===== config.mk =====
export PLATFORM = sky130hd
export DESIGN_NAME = mux_16to1
export DESIGN_NICKNAME = d
export VERILOG_FILES = /design/src/rtl/mux_16to1.sv
export SDC_FILE = /design/constraint.sdc
export NUM_CORES = 1
export LEC_CHECK = 0
export ABC_CLOCK_PERIOD_IN_PS = 3000
export BUFFER_PORTS_ARGS = -buffer_cell sky130_fd_sc_hd__buf_2
export CAP_MARGIN = 5
export CORE_AREA = 2 2 39 41
export DETAILED_ROUTE_END_ITERATION = 7
export DIE_AREA = 0 0 41 43
export GPL_TIMING_DRIVEN = 0
export PLACE_DENSITY = 0.53
export SETUP_SLACK_MARGIN = 0.05
export SLEW_MARGIN = 10
export SYNTH_ARGS = -nofsm -noshare
export SYNTH_HDL_FRONTEND = slang
export SYNTH_SLANG_ARGS = --single-unit

===== constraint.sdc =====
create_clock -name clk -period 3 [get_ports clk]
set_clock_uncertainty 0.05 [all_clocks]
set_input_delay 0.45 -clock clk [delete_from_list [all_inputs] [get_ports clk]]
set_output_delay 0.45 -clock clk [all_outputs]
set_load 0.01 [all_outputs]

===== src/rtl/mux_16to1.sv =====
// rtl/mux_16to1.sv - registered 16-to-1 multiplexer with valid flag
// Optional MUX_16TO1_PARITY_EN adds registered even parity output out_parity.
module mux_16to1 #(
   parameter int WIDTH = 1
) (
   input  logic             clk,
   input  logic             rst_n,
   input  logic [WIDTH-1:0] d0,
   input  logic [WIDTH-1:0] d1,
   input  logic [WIDTH-1:0] d2,
   input  logic [WIDTH-1:0] d3,
   input  logic [WIDTH-1:0] d4,
   input  logic [WIDTH-1:0] d5,
   input  logic [WIDTH-1:0] d6,
   input  logic [WIDTH-1:0] d7,
   input  logic [WIDTH-1:0] d8,
   input  logic [WIDTH-1:0] d9,
   input  logic [WIDTH-1:0] d10,
   input  logic [WIDTH-1:0] d11,
   input  logic [WIDTH-1:0] d12,
   input  logic [WIDTH-1:0] d13,
   input  logic [WIDTH-1:0] d14,
   input  logic [WIDTH-1:0] d15,
   input  logic [3:0]       sel,
   input  logic             in_valid,
   output logic [WIDTH-1:0] out,
   output logic             out_valid
`ifdef MUX_16TO1_PARITY_EN
   ,
   output logic             out_parity
`endif
);

   logic [WIDTH-1:0] sel_data;

   always_comb begin
      sel_data = d0;
      case (sel)
         4'd0:  sel_data = d0;
         4'd1:  sel_data = d1;
         4'd2:  sel_data = d2;
         4'd3:  sel_data = d3;
         4'd4:  sel_data = d4;
         4'd5:  sel_data = d5;
         4'd6:  sel_data = d6;
         4'd7:  sel_data = d7;
         4'd8:  sel_data = d8;
         4'd9:  sel_data = d9;
         4'd10: sel_data = d10;
         4'd11: sel_data = d11;
         4'd12: sel_data = d12;
         4'd13: sel_data = d13;
         4'd14: sel_data = d14;
         4'd15: sel_data = d15;
         default: sel_data = d0;
      endcase
   end

   // Data holds when idle; only the valid flag drops.
   always_ff @(posedge clk) begin
      if (!rst_n) begin
         out       <= '0;
         out_valid <= 1'b0;
      end else begin
         out_valid <= in_valid;
         if (in_valid) begin
            out <= sel_data;
         end
      end
   end

`ifdef MUX_16TO1_PARITY_EN
   always_ff @(posedge clk) begin
      if (!rst_n) begin
         out_parity <= 1'b0;
      end else if (in_valid) begin
         out_parity <= ^sel_data;
      end
   end
`endif

endmodule


; ---- Yosys cells after proc, flatten, opt, wreduce, memory -nomap -nowiden
; Cells that the tools add are included.
[classes]
addsub = 0
mul = 0
div = 0
n_lt_le_gt_ge = 0
eq_ne = 15
shift = 0
mux = 1
bitwise_logic = 0
n_reduce_logical = 1
[ops]
columns = cell, n
row1 = $eq A4 B4 Y1 const B, 8
row2 = $eq A4 B3 Y1 const B, 4
row3 = $pmux W1 S16, 1
row4 = $eq A4 B2 Y1 const B, 2
row5 = $eq A4 B1 Y1 const B, 1
row6 = $logic_not A4 Y1, 1
[totals]
reg_bits = 2
latchBits = 0
ram_bits = 0
romBits = 0
out_inout_bits = 2
memories = 0

; ---- Depth between registers and ports, before layout
[depth]
ltp_word = 2
ltp_mapped = 4
ltp_nobuf = 4

; ---- Worst setup path before layout
; No wires, ideal clock.
[synth_timing]
path_type = input -> register
start = input sel[1]
end = register out
setup_time_ns = 0.129
arrival_ns = 1.364
t_required_ns = 2.821
setup_slack_ns = 1.456
stages = 4
n_path_buf = 0
path_cell_list = mux4_1 mux2_2 nand3_1 o311ai_1
[synth_via]
elab_chain_len = 2
elab_cells_between_ends = 17
classes_between = eq/ne: 15 / mux: 1 / reduce/logical: 1
[synth_lines]
columns = item, line
row1 = from (decl), 24  ; input logic [3:0] sel,
row2 = $eq A4 B4 Y1 (tied with other cells), 38  ; case (sel)
row3 = $pmux W1 S16 *, 38
row4 = to (signal assigned), 67  ; out <= sel_data;
row5 = to (decl), 26  ; output logic [WIDTH-1:0] out,
; Mark *: on every way between the ends. The rest lies on a longest branch, timed or not.
; A chain may end at the register's enable or synchronous reset.

; ---- Worst setup path after layout
; Same ends and word-level chain as after synthesis.

==> results.cfg <==
[routing]
wl_per_cell_um = 10.63
drc = 0
vias = 233
ant_nets = 0
drt_iter0_drc = 3
viasPerCell = 4.161
dr.pass1.iters = 2
wl_um = 595

[synthesis]
syn_area_um2 = 195.2
synth-seq-cells = 2
synthTopCellsByArea = mux4_1 54%, dfxtp_1 21%, mux2_2 5.8%
syn_avg_cell_area_um2 = 15.01
yosysTopAreaCellShare = 0.5385
synthCells = 13
yosysTopAreaCell = mux4_1
synth-seq-area-share = 0.2051
synth_cell_types = 9
syn-num-nets = 36
synth_warnings = 0

[final_layout]
final_cells = 56
drive_gt1_frac = 0.7000
final_nets = 65
layout_commonest_cell = buf_2
antenna_cells = 0
syn_to_final_growth_pct = 83.33
final_cell_mix = 24 x buf_2, 4 x mux4_1, 3 x clkbuf_4

[floorplan]
die-width_um = 41
die-area_um2 = 1763
core_area_um2 = 1384
rows = 14
start_util = 0.1410
die_y_um = 43
pin_count = 25

[clocking]
cts_resized = 0
cts_tree = done
clock_latency_ns = 0.22
path_clk_slew_ns = 0.03
htree_num_levels = 1
hold_buffers = 0
cts_root_buf = clkbuf_4
post-cts-setup-buffers = 0
clockBufferDepth = 2
clock_sinks = 2
cts_buffers = 3

[job]
cap_violations = 0

[timing]
fin_crit_sh = 0.5040
hold_viol_final = 0
tightest_slew_ns = 0.2211
period_needed_ns = 1.512
rsz0062_at_grt = false
relSlewSlack = 0.8503
fmax_mhz = 661.4
drv_slew = 0
setup_viol = 0
timing.final.ws_setup_ns = 1.488
setup-tns-final_ns = 0

[power]
p_per_area_nw_per_um2 = 338.5
p_leak_nw = 0.1927
irDropWorstVdd_mv = 0.06555

[worst_setup_path]
critPathMaxStageDelay_ns = 0.54
worstSetupPathType = input pin to flop
cp.arrival_ns = 1.55
critPathSlowestCell = mux4_1
cp_max_fo = 4
crit_chain = buf_2 -> mux4_1 -> mux2_2 -> nand3_1 -> o311ai_1
cp.required_ns = 3.04
cp-end-kind = flop
startpoint_type = input pin

[status]
status = finished clean

[grt]
grt_pass1_wl_um = 855
antenna_found_initial = 0
track_usage = 0.08569
grt_max_degree = 5
grt_pass1_vias = 230
grt_overflow = 0

[worst_hold_path]
hp-class = input pin to flop

[placement]
dp.cells = 53
routabilityCongestion = 0.6663
dp_slack_ns = 1.252
portBuffers = 24
path summary, 6_finish.rpt:
kind | startpoint | to | slack, ns | cells after the start
max reg2reg | out | out | 2.34 | 2
max | sel[1] | out | 1.49 | 5
min reg2reg | out | out | 0.48 | 2
min | in_valid | out_valid | 0.42 | 3
state kept, by name (all words and copies together) (netlist names):
name and flops:
out 1, out_valid 1
kinds of logic after synthesis:
family,after synthesis,synth area share
multiplexers,6,0.6474
AND/OR/NAND/NOR,3,0.08330
flip-flops,2,0.2051
AO/OA/AOI/OAI,1,0.04488
buffers and inverters,1,0.01921
report_power, final:
part / internal, mW / switching [mW]
clock network: 0.0440 / 0.0142
logic: 0.0224 / 0.0109
registers: 0.0288 / 0.000744
cell type report:
type | count | area, um^2
Inverter | 1 | 3.754
Clock buffer | 3 | 22.52
Tap cell | 16 | 20.02
Fill cell | 152 | 1026
Multi-Input combinational cell | 10 | 151.4
Sequential cell | 2 | 40.04
Timing Repair Buffer | 24 | 120.1
per-layer routing:
| metal | GRT usage | part of all wire |
|---|---|---|
| met1 | 0.08795 | 0.46 |
| met2 | 0.09688 | 0.35 |
| met3 | 0.07853 | 0.18 |
| met4 | 0.08000 | 0 |
| met5 | 0 | 0 |
cell usage after synthesis (all sizes together):
master / n
mux4: 4
mux2i: 1
dfxtp: 2
nand2: 1
mux2: 1
nand3b: 1
nand3: 1
inv: 1
o311ai: 1
worst max-delay path: cells and delay by family:
kind            cells  cell delay [ns]
simple gates        1             0.08
mux                 2             0.81
buf+inv             1             0.12
compound gates      1             0.08
metrics by stage:
step                utilization  total power [mW]  hold WS (ns)  area (um^2)
global placement         0.2423           0.06308        0.4531        335.3
finish                   0.2586            0.1211        0.4217        357.8
CTS                      0.2586            0.1263        0.4134        357.8
global route             0.2586            0.1362        0.4279        357.8
floorplan                     -           0.04471        0.4893        195.2
detailed placement       0.2423           0.06348        0.4764        335.3
Power figures use the tool's default switching activity.
